**src/rtl/sap2_mem_pkg.sv**
```systemverilog
// sap2_mem_pkg: shared types and constants for the SAP-2 external SRAM bridge.
//   mem_state_t : transaction sequencer states
//   PAD_IDLE    : value driven on the pad bus outside the address/data phases
//   ADDR_W/DATA_W : core address and data widths
//   hi_needed() : decides whether the address-high latch must be refreshed
package sap2_mem_pkg;

    localparam int ADDR_W = 16;
    localparam int DATA_W = 8;

    localparam logic [DATA_W-1:0] PAD_IDLE = 8'h00;

    typedef enum logic [2:0] {
        IDLE    = 3'd0,
        ADDR_LO = 3'd1,
        ADDR_HI = 3'd2,
        ACCESS  = 3'd3,
        DONE    = 3'd4
    } mem_state_t;

    // The external high-byte latch keeps its value between accesses, so the
    // ADDR_HI phase is only needed when the latch is unknown or stale.
    function automatic logic hi_needed(input logic valid, input logic [7:0] last,
                                       input logic [7:0] hi);
        return (!valid) || (last != hi);
    endfunction

endpackage

```
**src/rtl/sap2_wait_counter.sv**
```systemverilog
// sap2_wait_counter: loadable 3-bit down-counter timing the ACCESS phase.
//   CLK, RST : clock and synchronous active-high reset
//   load     : load load_val (takes priority over dec)
//   load_val : value loaded, the number of extra strobe cycles
//   dec      : decrement by one, saturating at zero
//   zero     : count is zero (final ACCESS cycle)
module sap2_wait_counter (
    input  logic       CLK,
    input  logic       RST,
    input  logic       load,
    input  logic [2:0] load_val,
    input  logic       dec,
    output logic       zero
);

    logic [2:0] count_r;

    // Counter register: load, decrement or hold.
    always_ff @(posedge CLK) begin
        if (RST) begin
            count_r <= 3'd0;
        end else if (load) begin
            count_r <= load_val;
        end else if (dec && (count_r != 3'd0)) begin
            count_r <= count_r - 3'd1;
        end else begin
            count_r <= count_r;
        end
    end

    assign zero = (count_r == 3'd0);

endmodule

```
**src/rtl/sap2_mem_bridge.sv**
```systemverilog
// sap2_mem_bridge: sequences a single-cycle SAP-2 memory request onto a
// multiplexed 8-bit SRAM pad bus (ALE low, optional ALE high, strobed data).
//   CLK, RST                      : clock, synchronous active-high reset
//   mem_req/mem_we/mem_addr/mem_wdata : core request, sampled while idle
//   mem_rdata/mem_ready/mem_busy  : core response and busy flag
//   pad_out/pad_oe/pad_in         : shared pad bus
//   ale_lo/ale_hi                 : external address latch strobes
//   we_n/oe_n                     : active-low SRAM write strobe / output enable
// All outputs are registers loaded from the decode of the next state.
module sap2_mem_bridge
    import sap2_mem_pkg::*;
#(
    parameter int WAIT_CYCLES = 1
) (
    input  logic              CLK,
    input  logic              RST,
    input  logic              mem_req,
    input  logic              mem_we,
    input  logic [ADDR_W-1:0] mem_addr,
    input  logic [DATA_W-1:0] mem_wdata,
    output logic [DATA_W-1:0] mem_rdata,
    output logic              mem_ready,
    output logic              mem_busy,
    output logic [DATA_W-1:0] pad_out,
    output logic              pad_oe,
    input  logic [DATA_W-1:0] pad_in,
    output logic              ale_lo,
    output logic              ale_hi,
    output logic              we_n,
    output logic              oe_n
);

    localparam logic [2:0] WAIT_LOAD = 3'(WAIT_CYCLES);

    mem_state_t        state_r, next_s;
    logic [ADDR_W-1:0] addr_r, addr_src_s;
    logic              we_r;
    logic [DATA_W-1:0] wdata_r, rdata_r;
    logic              hi_valid_r;
    logic [7:0]        hi_last_r;
    logic              cnt_load_s, cnt_dec_s, cnt_zero_s;

    logic [DATA_W-1:0] pad_out_s, pad_out_r;
    logic              pad_oe_s, pad_oe_r;
    logic              ale_lo_s, ale_lo_r, ale_hi_s, ale_hi_r;
    logic              we_n_s, we_n_r, oe_n_s, oe_n_r;
    logic              ready_r, busy_r;

    sap2_wait_counter u_wait (
        .CLK      (CLK),
        .RST      (RST),
        .load     (cnt_load_s),
        .load_val (WAIT_LOAD),
        .dec      (cnt_dec_s),
        .zero     (cnt_zero_s)
    );

    // The ADDR_LO outputs are computed in the accepting cycle, before the
    // request has been captured, so the address comes straight from the core.
    assign addr_src_s = (state_r == IDLE) ? mem_addr : addr_r;

    // Next-state logic and wait-counter control.
    always_comb begin
        next_s     = state_r;
        cnt_load_s = 1'b0;
        cnt_dec_s  = 1'b0;
        case (state_r)
            IDLE: begin
                if (mem_req) next_s = ADDR_LO;
                else         next_s = IDLE;
            end
            ADDR_LO: begin
                if (hi_needed(hi_valid_r, hi_last_r, addr_r[15:8])) begin
                    next_s = ADDR_HI;
                end else begin
                    next_s     = ACCESS;
                    cnt_load_s = 1'b1;
                end
            end
            ADDR_HI: begin
                next_s     = ACCESS;
                cnt_load_s = 1'b1;
            end
            ACCESS: begin
                if (cnt_zero_s) next_s = DONE;
                else            cnt_dec_s = 1'b1;
            end
            DONE:    next_s = IDLE;
            default: next_s = IDLE;
        endcase
    end

    // Pad and strobe values for the state being entered.
    always_comb begin
        pad_out_s = PAD_IDLE;
        pad_oe_s  = 1'b0;
        ale_lo_s  = 1'b0;
        ale_hi_s  = 1'b0;
        we_n_s    = 1'b1;
        oe_n_s    = 1'b1;
        case (next_s)
            ADDR_LO: begin
                pad_out_s = addr_src_s[7:0];
                pad_oe_s  = 1'b1;
                ale_lo_s  = 1'b1;
            end
            ADDR_HI: begin
                pad_out_s = addr_r[15:8];
                pad_oe_s  = 1'b1;
                ale_hi_s  = 1'b1;
            end
            ACCESS: begin
                if (we_r) begin
                    pad_out_s = wdata_r;
                    pad_oe_s  = 1'b1;
                    we_n_s    = 1'b0;
                end else begin
                    oe_n_s    = 1'b0;
                end
            end
            default: begin
                pad_out_s = PAD_IDLE;
            end
        endcase
    end

    // State, request capture, high-byte tracking, read data and output registers.
    always_ff @(posedge CLK) begin
        if (RST) begin
            state_r    <= IDLE;
            addr_r     <= 16'h0000;
            we_r       <= 1'b0;
            wdata_r    <= 8'h00;
            hi_valid_r <= 1'b0;
            hi_last_r  <= 8'h00;
            rdata_r    <= 8'h00;
            pad_out_r  <= PAD_IDLE;
            pad_oe_r   <= 1'b0;
            ale_lo_r   <= 1'b0;
            ale_hi_r   <= 1'b0;
            we_n_r     <= 1'b1;
            oe_n_r     <= 1'b1;
            ready_r    <= 1'b0;
            busy_r     <= 1'b0;
        end else begin
            state_r <= next_s;
            if ((state_r == IDLE) && mem_req) begin
                addr_r  <= mem_addr;
                we_r    <= mem_we;
                wdata_r <= mem_wdata;
            end
            if (state_r == ADDR_HI) begin
                hi_last_r  <= addr_r[15:8];
                hi_valid_r <= 1'b1;
            end
            if ((state_r == ACCESS) && !we_r && cnt_zero_s) begin
                rdata_r <= pad_in;
            end
            pad_out_r <= pad_out_s;
            pad_oe_r  <= pad_oe_s;
            ale_lo_r  <= ale_lo_s;
            ale_hi_r  <= ale_hi_s;
            we_n_r    <= we_n_s;
            oe_n_r    <= oe_n_s;
            ready_r   <= (next_s == DONE);
            busy_r    <= (next_s != IDLE);
        end
    end

    assign mem_rdata = rdata_r;
    assign mem_ready = ready_r;
    assign mem_busy  = busy_r;
    assign pad_out   = pad_out_r;
    assign pad_oe    = pad_oe_r;
    assign ale_lo    = ale_lo_r;
    assign ale_hi    = ale_hi_r;
    assign we_n      = we_n_r;
    assign oe_n      = oe_n_r;

endmodule
```
**config.mk**
```make
export PLATFORM = sky130hd
export DESIGN_NAME = sap2_mem_bridge
export DESIGN_NICKNAME = d
export VERILOG_FILES = /design/src/rtl/sap2_mem_pkg.sv /design/src/rtl/sap2_wait_counter.sv /design/src/rtl/sap2_mem_bridge.sv
export SDC_FILE = /design/constraint.sdc
export NUM_CORES = 1
export LEC_CHECK = 0
export CORE_ASPECT_RATIO = 0.5
export CORE_MARGIN = 2
export CORE_UTILIZATION = 45
export DETAILED_ROUTE_END_ITERATION = 8
export PLACE_DENSITY = 0.75
export RECOVER_POWER = 50
export SLEW_MARGIN = 20
export SYNTH_ARGS = -nofsm -noshare
export SYNTH_HDL_FRONTEND = slang
export SYNTH_SLANG_ARGS = --single-unit
```
**constraint.sdc**
```tcl
create_clock -name CLK -period 5.7 [get_ports CLK]
set_clock_uncertainty 0.15 [all_clocks]
set_input_delay 0.57 -clock CLK [delete_from_list [all_inputs] [get_ports CLK]]
set_output_delay 0.57 -clock CLK [all_outputs]
set_load 0.02 [all_outputs]
```
---- Yosys cells after proc, flatten, opt, wreduce, memory -nomap -nowiden ----
Cells that the tools add are included.
cells by class
  div/mod/pow operators ................... 0
  multiply operators ...................... 0
  add/subtract/negate cells ............... 1
  bitwise logic cells ..................... 1
  shifts and indexed selects .............. 0
  $lt $le $gt $ge ......................... 0
  equality and inequality tests ........... 8
  reductions and logical operators ........ 15
  multiplexer cells ....................... 18
operators with widths
  kind                 count
  $pmux 8 s3           1
  $mux 8               2
  $eq 3x2->1 const B   4
  $pmux 3 s4           1
  $mux 1               11
  $ne 8x8->1           1
  $eq 3x1->1 const B   2
  $logic_not 3->1      2
  $reduce_bool 3->1    2
  $reduce_or 2->1      3
  $logic_and 1x1->1    4
  $pmux 1 s2           2
  $eq 3x3->1 const B   1
  $mux 3               1
  $sub 3x1->3 const B  1
  $logic_not 1->1      2
  $reduce_bool 2->1    1
  $logic_or 1x1->1     1
  $not 1->1            1
word-level totals
  word-level logic and storage cells ...... 60
  output and inout bits ................... 23
  input port bits ......................... 36
  bits in read-only memories .............. 0
  bits in registers ....................... 63
  memories ................................ 0
  memory bits (writable) .................. 0
  bits in latches ......................... 0

---- Depth between registers and ports, before layout ----
Gate-level depths: netlist of the first run.
  word-level depth ........................ 7
  mapped depth ............................ 8
  gate-level depth less buffers ........... 7

---- Modules after synthesis ----
From an unflattened synthesis of the first run, not the netlist that was laid out.
unflattened totals
  cells, all modules ...................... 257
  area, all modules ....................... 2253.4 µm²
modules (own cells, without submodules)
  module             instances  sequential area each (µm²)  cells an instance  area each (µm²)
  sap2_mem_bridge    1          1041.0                      236                2070.7
  sap2_wait_counter  1          60.1                        21                 182.7

---- Worst setup path after synthesis of the first run ----
No wires, ideal clock.
  path kind ............................... reg2reg
  start ................................... register u_wait.count_r[0]
  end ..................................... register pad_out_r[3] (netlist: pad_out[3])
  arrival ................................. 1.645 ns
  required time ........................... 5.458 ns
  path buffers ............................ 1
  setup slack ............................. 3.813 ns
  cell stages (with the launch flop) ...... 9
  clock period less this slack ............ 1.887 ns
  cell sequence ........................... dfxtp_1 inv_1 ha_1 ha_1 a311oi_1 nor2b_1 clkbuf_1 nand2_1 o32ai_1
on the way
  longest elaborated chain between the ends .. 5
  elaborated cells between the ends (all ways) .. 7
  classes of those cells .................. eq/ne: 3; mux: 3; reduce/logical: 1
ends and longest elaborated chain
  item                                             RTL line                 RTL
  from (decl)                                      sap2_wait_counter.sv:16  logic [2:0] count_r;
  from (signal assigned)                           sap2_wait_counter.sv:23  count_r <= load_val;
  from (signal assigned)                           sap2_wait_counter.sv:25  count_r <= count_r - 3'd1;
  from (signal assigned)                           sap2_wait_counter.sv:27  count_r <= count_r;
  $logic_not 3->1 *                                sap2_wait_counter.sv:31  assign zero = (count_r == 3'd0);
  $mux 3 *                                         sap2_mem_bridge.sv:85    if (cnt_zero_s) next_s = DONE;
  $pmux 3 s4 *                                     sap2_mem_bridge.sv:67    case (state_r)
  $eq 3x2->1 / $eq 3x1->1 (equally long branches)  sap2_mem_bridge.sv:101   case (next_s)
  $pmux 8 s3 *                                     sap2_mem_bridge.sv:101
  to (signal assigned)                             sap2_mem_bridge.sv:159   pad_out_r <= pad_out_s;
  to (decl)                                        sap2_mem_bridge.sv:43    logic [DATA_W-1:0] pad_out_s, pad_out_r;
Mark *: on every way between the ends. The rest lies on a longest branch, timed or not.
A chain may end at the register's enable or synchronous reset.

==> impl_metrics.csv, run 1 <==
group,metric,value,unit
outcome,run_status,"complete, but fails checks",
outcome,violations,"max-capacitance violations, max-slew violations",
worst_setup_path,cp.required,5.78,ns
worst_setup_path,path_buf_inv,2,
floorplan,ios,59,
logic_synthesis,synth_edf_count,0,
logic_synthesis,avgSynthCellArea,8.63,µm²
timing,setup_ws,2.44,ns
routing,wl_met3,401,µm
routing,wl_per_cell,13.5,µm
finish,layout_commonest_cell,"nand2_1",
clock_tree,post_cts_resized,0,
timing,rsz0062_at_grt,"false",
clock_tree,clk_path_buf_depth,2,
routing,firstDrtPassIters,4,
routing,wirelength,5.09,mm
global_route,grt_pass1_vias,1688,
clock_tree,clock_sinks,55,
finish,syn2layout_area_growth,30.2,%
clock_tree,cts_hold_buf,0,
worst_setup_path,crit_family,"buffers and inverters",
power_and_ir_drop,ir_drop,0.123,mV
global_route,grt_overflow,0,
timing,tns,0,ns
clock_tree,cts_tree,"done",
timing,slew_headroom,-0.287,
global_route,grt_max_degree,46,
clock_tree,cts_setup_buffers,0,
power_and_ir_drop,total_power,809,µW
routing,avgViaCountPerCell,5.16,
worst_setup_path,cp_slowest_stage_delay,0.73,ns
clock_tree,cts_root_buf,"clkbuf_8",
worst_setup_path,reg2reg_depth,7,
worst_setup_path,start_kind,"input pin",
timing,fmax,0.307,GHz
worst_setup_path,criticalPathCategory,"input pin to register",
floorplan,die-area,5560,µm²
logic_synthesis,syn_inst,258,
floorplan,core_area,4840,µm²
routing,postRouteAntennaNets,0,
worst_hold_path,hold_path_depth,2,
timing,drv_slew,46,
clock_tree,worstSkewPairLatency,0.31,ns
routing,wl_met2,2.23,mm
clock_tree,clkTransAtPathRegs,0.10,ns
routing,drt_iter0_drc,96,
routing,post-route-drc-count,0,
timing,min_period,3.26,ns
power_and_ir_drop,combPwrFrac,0.198,
worst_setup_path,cp_max_fo,45,
floorplan,initial_core_util,0.460,
timing,fin_crit_sh,0.571,
finish,final_util,0.599,
power_and_ir_drop,swShare,0.297,
finish,diodes,0,
clock_tree,htree_levels,2,
floorplan,num_rows,18,
logic_synthesis,synth_seq_cells,55,
routing,vias,1940,
finish,fin_nets,343,
floorplan,die_w,103,µm
logic_synthesis,synth-warning-count,0,
power_and_ir_drop,power.leakage,0.00103,µW
logic_synthesis,synth_cell_type_count,38,
place,hpwlAfterDp,3.59,mm
worst_hold_path,hold_path.class,"register to register",
logic_synthesis,seq_area_frac_synth,0.495,
logic_synthesis,netlist_area,2230,µm²
timing,tightest_slew,1.93,ns
logic_synthesis,async_reset_ff_frac,0,
global_route,grt_pass1_wl,7.88,mm
place,io_buffers,58,
routing,wl_met1,2.42,mm
place,pre_cts_slack,2.99,ns
power_and_ir_drop,seqPwrFrac,0.536,
worst_hold_path,holdPathEnd,"wdata_r[7]",
worst_setup_path,crit_chain,"dlygate4sd3_1 -> clkbuf_1 -> a311oi_1 -> nor2b_1 -> nand2_1 -> o32ai_1",
worst_setup_path,timing.rr.start,"u_wait.count_r[0]",
worst_hold_path,worst_hold_startpoint,"wdata_r[7]",
place,gp_congestion,0.869,
timing,fin_hold_ws,0.314,ns
worst_setup_path,end_kind,"register",
global_route,grt_antenna_before_repair,0,
global_route,grtUsageTotal,0.190,
worst_setup_path,worst-endpoint-arrival,3.33,ns
floorplan,die_h,53.7,µm
logic_synthesis,synthFlopType,"dfxtp_1",
worst_setup_path,critPathSlowestCell,"clkbuf_1",
clock_tree,cts_buffers,5,
logic_synthesis,syn_nets,296,
power_and_ir_drop,power_density,279,nW/µm²
power_and_ir_drop,p_int,568,µW
timing,finalHoldViolations,0,
timing,setup_viol,0,
power_and_ir_drop,power.clock.fraction,0.266,
flow_run,maxCapViolations,1,
power_and_ir_drop,switchingPower,241,µW
routing,top_layer_used,"met4",
finish,drive_gt1_frac,0.0490,
finish,mostFrequentLayoutCells,"nand2_1, dfxtp_1, clkdlybuf4s50_1",
worst_setup_path,r2r_end,"pad_out[3]",
worst_setup_path,rrSetupSlack,3.42,ns
## power by group through the flow
stage	sequential, µW	clock (µW)	combinational, µW
5_1_grt	436	234	176
3_3_place_gp	441	0	159
4_1_cts	433	219	164
6_report	433	215	160
3_5_place_dp	442	0	163
2_1_floorplan	443	0	99.3
## routing by layer
layer | track usage | up-vias
li1 | - | 964
met1 | 0.271 | 887
met2 | 0.283 | 82
met3 | 0.0558 | 7
met4 | 0.0461 | 0
met5 | 0 | -
## worst max-delay path by stage
stage | from | endpoint | slack, ns | depth (start not counted)
after floorplan | u_wait.count_r[0] | pad_out[3] | 3.81 | 8
after global placement | RST | pad_out[3] | 3.13 | 6
after detailed placement | RST | pad_out[3] | 2.99 | 6
after CTS | RST | pad_out[3] | 3.32 | 6
after global routing | RST | pad_out[3] | 2.24 | 6
final | RST | pad_out[3] | 2.44 | 6
## sequential cells by signal, summed over array words and instances, names as in the netlist
name	count
mem_ready	1
u_wait.count_r	3
we_n	1
state_r	3
oe_n	1
mem_busy	1
pad_oe	1
hi_last_r	8
wdata_r	8
mem_rdata	8
addr_r	8
ale_lo	1
pad_out	8
ale_hi	1
hi_valid_r	1
we_r	1
## final cells by class
| cell class | instances | area [µm²] |
|---|---|---|
| Fill cell | 435 | 1940 |
| Tap cell | 70 | 87.6 |
| Clock buffer | 5 | 68.8 |
| Timing Repair Buffer | 60 | 592 |
| Inverter | 5 | 18.8 |
| Clock inverter | 3 | 20.0 |
| Multi-Input combinational cell | 178 | 1010 |
| Sequential cell | 55 | 1100 |
## worst reg2reg max path, cell delays in order, from the launching register on
cell      delay (ns)
dfxtp_1         0.35
inv_1           0.05
ha_1            0.19
ha_1            0.23
a311oi_1        0.40
nor2b_1         0.55
nand2_1         0.14
o32ai_1         0.13
## logic make-up (layout without fill, tap and decap cells)
kind of cell | Yosys count | count (layout) | synth area share
AO/OA/AOI/OAI | 55 | 55 | 0.149
XOR/XNOR | 9 | 9 | 0.0354
adder cells (fa/ha/maj) | 2 | 2 | 0.0112
buffers and inverters | 25 | 73 | 0.0512
flip-flops | 55 | 55 | 0.495
multiplexers | 8 | 8 | 0.0360
AND/OR/NAND/NOR | 104 | 104 | 0.223
## cells in the mapped netlist, types with 3 or more instances
cell,n,area share
o22ai_1,7,0.020
o21a_1,3,0.010
nor2_1,16,0.027
nand2_1,64,0.11
o21ai_0,6,0.013
nor3_1,6,0.013
dfxtp_1,55,0.49
a32oi_1,7,0.028
xnor2_1,5,0.020
inv_1,5,0.0084
a21oi_1,27,0.061
clkbuf_1,13,0.022
mux2i_1,8,0.036
xor2_1,4,0.016
buf_2,4,0.0090
## through the flow
step | cells | instance area (µm²)
detailed placement | 368 | 2810
floorplan | 258 | 2230
global route | 376 | 2900
global placement | 368 | 2810
finish | 376 | 2900
CTS | 376 | 2900
No activity file was read; power rests on OpenSTA's default activity.
==> inputs of run 2 (changes only) <==
- clock period: 5.7 -> 3.09 ns (I/O delays scaled with it)
==> run 2 against run 1 <==
- the flow still finishes with violations (max-capacitance violations, max-slew violations)
- global-route usage is 0.79 points higher
- final cell count up 0.27%
- via count is 0.67% higher
- critical path depth is 2 lower
- sequential power is 84% higher
==> impl_metrics.csv, run 2 (same netlist as run 1, synthesis figures left out) <==
group,metric,value,unit
routing,post-route-drc-count,0,
finish,fin_nets,345,
finish,post-route-cell-area,2930,µm²
outcome,run_status,"complete, but fails checks",
routing,vias,1953,
clock_tree,cts_hold_buf,0,
timing,fin_crit_sh,0.825,
place,hpwlAfterDp,3.74,mm
finish,syn2layout_area_growth,31.7,%
clock_tree,htree_levels,2,
clock_tree,clkTransAtPathRegs,0.10,ns
worst_setup_path,criticalPathCategory,"input pin to register",
routing,drt_iter0_drc,97,
worst_setup_path,critPathSlowestCell,"clkbuf_1",
routing,wirelength,5.20,mm
timing,fmax,0.392,GHz
power_and_ir_drop,power_density,534,nW/µm²
clock_tree,clk_path_buf_depth,2,
timing,finalHoldViolations,0,
timing,min_period,2.55,ns
clock_tree,worstSkewPairLatency,0.31,ns
floorplan,ios,59,
finish,drive_gt1_frac,0.0521,
timing,slew_headroom,-0.262,
routing,avgViaCountPerCell,5.18,
finish,layout_commonest_cell,"nand2_1",
outcome,violations,"max-capacitance violations, max-slew violations",
floorplan,initial_core_util,0.460,
flow_run,maxCapViolations,1,
worst_setup_path,cp_max_fo,44,
finish,mostFrequentLayoutCells,"nand2_1, dfxtp_1, clkdlybuf4s50_1",
global_route,grt_max_degree,45,
routing,postRouteAntennaNets,0,
floorplan,core_area,4840,µm²
worst_setup_path,path_buf_inv,2,
worst_setup_path,cp_slowest_stage_delay,1.37,ns
place,placed_area,2830,µm²
power_and_ir_drop,ir_drop,0.233,mV
worst_setup_path,start_kind,"input pin",
global_route,grt_overflow,0,
clock_tree,cts_root_buf,"clkbuf_8",
routing,wl_per_cell,13.8,µm
clock_tree,cts_tree,"done",
floorplan,num_rows,18,
clock_tree,cts_buffers,5,
worst_hold_path,hold_path.class,"register to register",
clock_tree,post_cts_resized,0,
timing,tightest_slew,1.89,ns
worst_setup_path,cp.required,3.14,ns
timing,tns,0,ns
global_route,grt_pass1_wl,8.38,mm
timing,rsz0062_at_grt,"false",
place,io_buffers,58,
floorplan,die_w,103,µm
global_route,grt_antenna_before_repair,0,
clock_tree,cts_setup_buffers,0,
worst_setup_path,worst-endpoint-arrival,2.59,ns
place,gp_congestion,0.827,
clock_tree,clock_sinks,55,
floorplan,die_h,53.7,µm
routing,firstDrtPassIters,4,
global_route,grtUsageTotal,0.198,
finish,diodes,0,
worst_setup_path,crit_chain,"dlygate4sd3_1 -> clkbuf_1 -> nor3_1 -> a22o_1",
worst_setup_path,crit_family,"buffers and inverters",
global_route,grt_pass1_vias,1769,
worst_setup_path,end_kind,"register",
timing,setup_viol,0,
floorplan,die-area,5560,µm²
timing,drv_slew,45,
power_and_ir_drop,power.leakage,0.00107,µW
run 2: cell count changes in the layout (fill, tap and decap cells not counted):
cell / previous run / this run
dlygate4sd3_1: 18 / 24
bufinv_16: 0 / 1
clkinv_2: 1 / 0
clkdlybuf4s50_1: 40 / 34
buf_4: 1 / 3
clkinvlp_4: 2 / 1
run 2: final timing paths:
check | slack [ns] | cells after the start | end | from
max | 0.54 | 4 | pad_oe | RST
min | 0.31 | 2 | wdata_r[6] | wdata_r[6]
max reg2reg | 0.83 | 5 | we_n | addr_r[9]
min reg2reg | 0.31 | 2 | wdata_r[6] | wdata_r[6]
run 2: per-layer routing:
layer	part of all wire	GRT usage	up-vias
met5	0	0	-
li1	-	-	964
met4	0.0035	0.0614	0
met3	0.091	0.0532	3
met2	0.44	0.306	79
met1	0.46	0.271	907
run 2: where the power goes:
| group | total [µW] | internal (µW) | switching, µW |
|---|---|---|---|
| combinational | 303 | 138 | 165 |
| clock | 465 | 237 | 228 |
| sequential | 797 | 756 | 41.6 |
| total | 1570 | 1130 | 434 |
run 2: area by class of cell:
type | instances | area [µm²]
repair buffers | 62 | 607
flip-flops and latches | 55 | 1100
well taps | 70 | 87.6
clock inverters | 2 | 37.5
fillers | 436 | 1910
multi-input cells | 178 | 1010
inverters | 5 | 18.8
clock buffers | 5 | 68.8
run 2: worst reg2reg max path, delay by kind of cell (launching register included):
kind	cells	cell delay, ns
AO/OA/AOI/OAI	1	0.44
AND/OR/NAND/NOR	3	1.00
flip-flops	1	0.43
XOR/XNOR	1	0.12
run 2: per-stage QoR:
step | worst slack, ns | power, µW | cells | utilization | hold WS, ns
finish | 0.541 | 1570 | 377 | 0.605 | 0.314
detailed placement | 0.776 | 1120 | 370 | 0.584 | 0.300
global placement | 0.840 | 1110 | 370 | 0.584 | 0.295
global route | 0.369 | 1630 | 377 | 0.605 | 0.332
floorplan | 1.20 | 1000 | 258 | - | 0.282
CTS | 0.833 | 1570 | 377 | 0.606 | 0.313
==> inputs of run 3 (changes only) <==
- CORE_UTILIZATION: 45 -> 43
- clock period: 3.09 -> 2.11 ns (I/O delays scaled with it)
==> run 3 against run 2 <==
- the flow now finishes without violations
- sequential power grew 46%
- largest cell class unchanged
- count of clock-buffer cells in the layout grew 1
- final cell count grew 2.1%
- critical path type is now register to register
- first-iteration DRC count shrank 3.1%
- register-to-register slack lost 0.66 ns
- core utilization shrank 0.85 points
- largest power group unchanged
- sequential share of layout area shrank 0.33 points
- flip-flop and latch count is the same
==> impl_metrics.csv, run 3 (same netlist as run 1, synthesis figures left out) <==
group,metric,value,unit
worst_setup_path,crit_chain,"xor2_1 -> nor4_2 -> nand3_1 -> buf_4 -> a32oi_1 -> o22ai_1",
finish,fin_nets,352,
timing,rsz0062_at_grt,"false",
routing,vias,1948,
routing,firstDrtPassIters,4,
place,io_buffers,58,
finish,layout_commonest_cell,"nand2_1",
worst_setup_path,worst-endpoint-arrival,1.98,ns
floorplan,core_area,4950,µm²
worst_setup_path,start_kind,"register",
timing,fmax,0.515,GHz
clock_tree,clkTransAtPathRegs,0.09,ns
clock_tree,cts_buffers,5,
floorplan,die_h,54.9,µm
global_route,busiest_layer,"met2",
flow_run,maxCapViolations,0,
floorplan,initial_core_util,0.449,
floorplan,die_w,106,µm
global_route,grt_use_met2,0.274,
finish,diodes,0,
global_route,grt_use_met3,0.0452,
timing,tns,0,ns
routing,avgViaCountPerCell,5.06,
power_and_ir_drop,ir_drop,0.319,mV
routing,wirelength,5.07,mm
timing,finalHoldViolations,0,
finish,mostFrequentLayoutCells,"nand2_1, dfxtp_1, clkdlybuf4s50_1",
finish,fin_cells,385,
worst_hold_path,hold_path_depth,3,
power_and_ir_drop,switchingPower,631,µW
place,hpwlAfterDp,3.71,mm
routing,wl_per_cell,13.2,µm
worst_setup_path,cp_max_fo,7,
outcome,run_status,"finished clean",
timing,drv_slew,0,
clock_tree,cts_tree,"done",
global_route,use_met1,0.233,
worst_setup_path,criticalPathCategory,"register to register",
routing,drt_iter0_drc,94,
timing,slew_headroom,0.671,
floorplan,ios,59,
worst_setup_path,cp.required,2.15,ns
timing,min_period,1.94,ns
clock_tree,clock_sinks,55,
finish,post-route-cell-area,2960,µm²
timing,tightest_slew,0.493,ns
global_route,grt_pass1_wl,7.71,mm
worst_setup_path,reg2reg_depth,6,
power_and_ir_drop,total_power,2180,µW
floorplan,die-area,5800,µm²
place,gp_congestion,0.868,
global_route,grt_overflow,0,
timing,setup_viol,0,
worst_setup_path,cp_slowest_stage_delay,0.44,ns
floorplan,num_rows,18,
worst_setup_path,end_kind,"register",
power_and_ir_drop,power.leakage,0.00108,µW
power_and_ir_drop,power.clock.fraction,0.258,
global_route,grt_antenna_before_repair,0,
finish,nFillCells,455,
routing,postRouteAntennaNets,0,
power_and_ir_drop,power_density,737,nW/µm²
timing,fin_crit_sh,0.920,
finish,drive_gt1_frac,0.0762,
power_and_ir_drop,swShare,0.290,
clock_tree,cts_setup_buffers,0,
worst_hold_path,hold_path.class,"input pin to register",
power_and_ir_drop,p_int,1550,µW
power_and_ir_drop,combPwrFrac,0.209,
finish,syn2layout_area_growth,32.9,%
global_route,grtUsageTotal,0.174,
place,placed_area,2880,µm²
worst_setup_path,critPathSlowestCell,"dfxtp_1",
place,dp_cells,377,
clock_tree,worstSkewPairLatency,0.31,ns
clock_tree,cts_root_buf,"clkbuf_8",
finish,final_util,0.597,
routing,post-route-drc-count,0,
global_route,grt_pass1_vias,1690,
global_route,grt_max_degree,45,
clock_tree,clk_path_buf_depth,2,
clock_tree,htree_levels,2,
power_and_ir_drop,seqPwrFrac,0.534,
## run 3: cell types whose count changed in the layout (fill, tap and decap cells not counted), sizes merged
cell	before	now
clkdlybuf4s50	34	37
clkbuf	6	8
buf	3	9
clkinv	0	1
dlygate4sd3	24	21
bufinv	1	0
## run 3: power groups by stage
stage	registers, µW	clock network [µW]	logic (µW)
after CTS	1160	576	469
final	1160	562	455
after global placement	1190	0	457
after global routing	1170	617	496
after floorplan	1200	0	268
after detailed placement	1190	0	467
## run 3: repair_timing
| action | in CTS | in global routing |
|---|---|---|
| gates resized for setup | 0 | 1 |
| hold buffers | 0 | 0 |
| setup endpoints to repair | 0 | 9 |
## run 3: path summary, 6_finish.rpt
kind                      from          to  slack [ns]
hold / removal    mem_addr[10]  addr_r[10]        0.29
hold reg to reg     wdata_r[6]  wdata_r[6]        0.32
setup reg to reg     addr_r[9]  pad_out[4]        0.17
setup / recovery     addr_r[9]  pad_out[4]        0.17
## run 3: layout make-up
type / instances / area (µm²) / area share
sequential: 55 / 1100 / 0.372
multi-input combinational: 178 / 1010 / 0.341
timing repair buffer: 69 / 657 / 0.222
tap: 70 / 87.6 / 0.0296
clock buffer: 6 / 72.6 / 0.0245
inverter: 5 / 18.8 / 0.00635
clock inverter: 2 / 12.5 / 0.00423
## run 3: worst max-delay path, delay by kind of cell (launching register included)
| kind | cells | cell delay (ns) |
|---|---|---|
| compound gates | 2 | 0.37 |
| xor+xnor | 1 | 0.12 |
| buf+inv | 1 | 0.23 |
| simple gates | 2 | 0.51 |
| flops | 1 | 0.44 |
## run 3: per-stage QoR
step / hold WS, ns / setup WS (ns)
2_1_floorplan: 0.197 / 0.223
3_3_place_gp: 0.296 / 0.180
3_5_place_dp: 0.299 / 0.0885
4_1_cts: 0.281 / 0.0578
5_1_grt: 0.297 / 0.0233
6_report: 0.294 / 0.169
## run 3: metal layers
| layer | up-vias | part of all wire | routed length (µm) |
|---|---|---|---|
| li1 | 984 | - | - |
| met1 | 899 | 0.49 | 2490 |
| met2 | 61 | 0.44 | 2220 |
| met3 | 4 | 0.064 | 323 |
| met4 | 0 | 0.0071 | 36 |
| met5 | - | 0 | 0 |
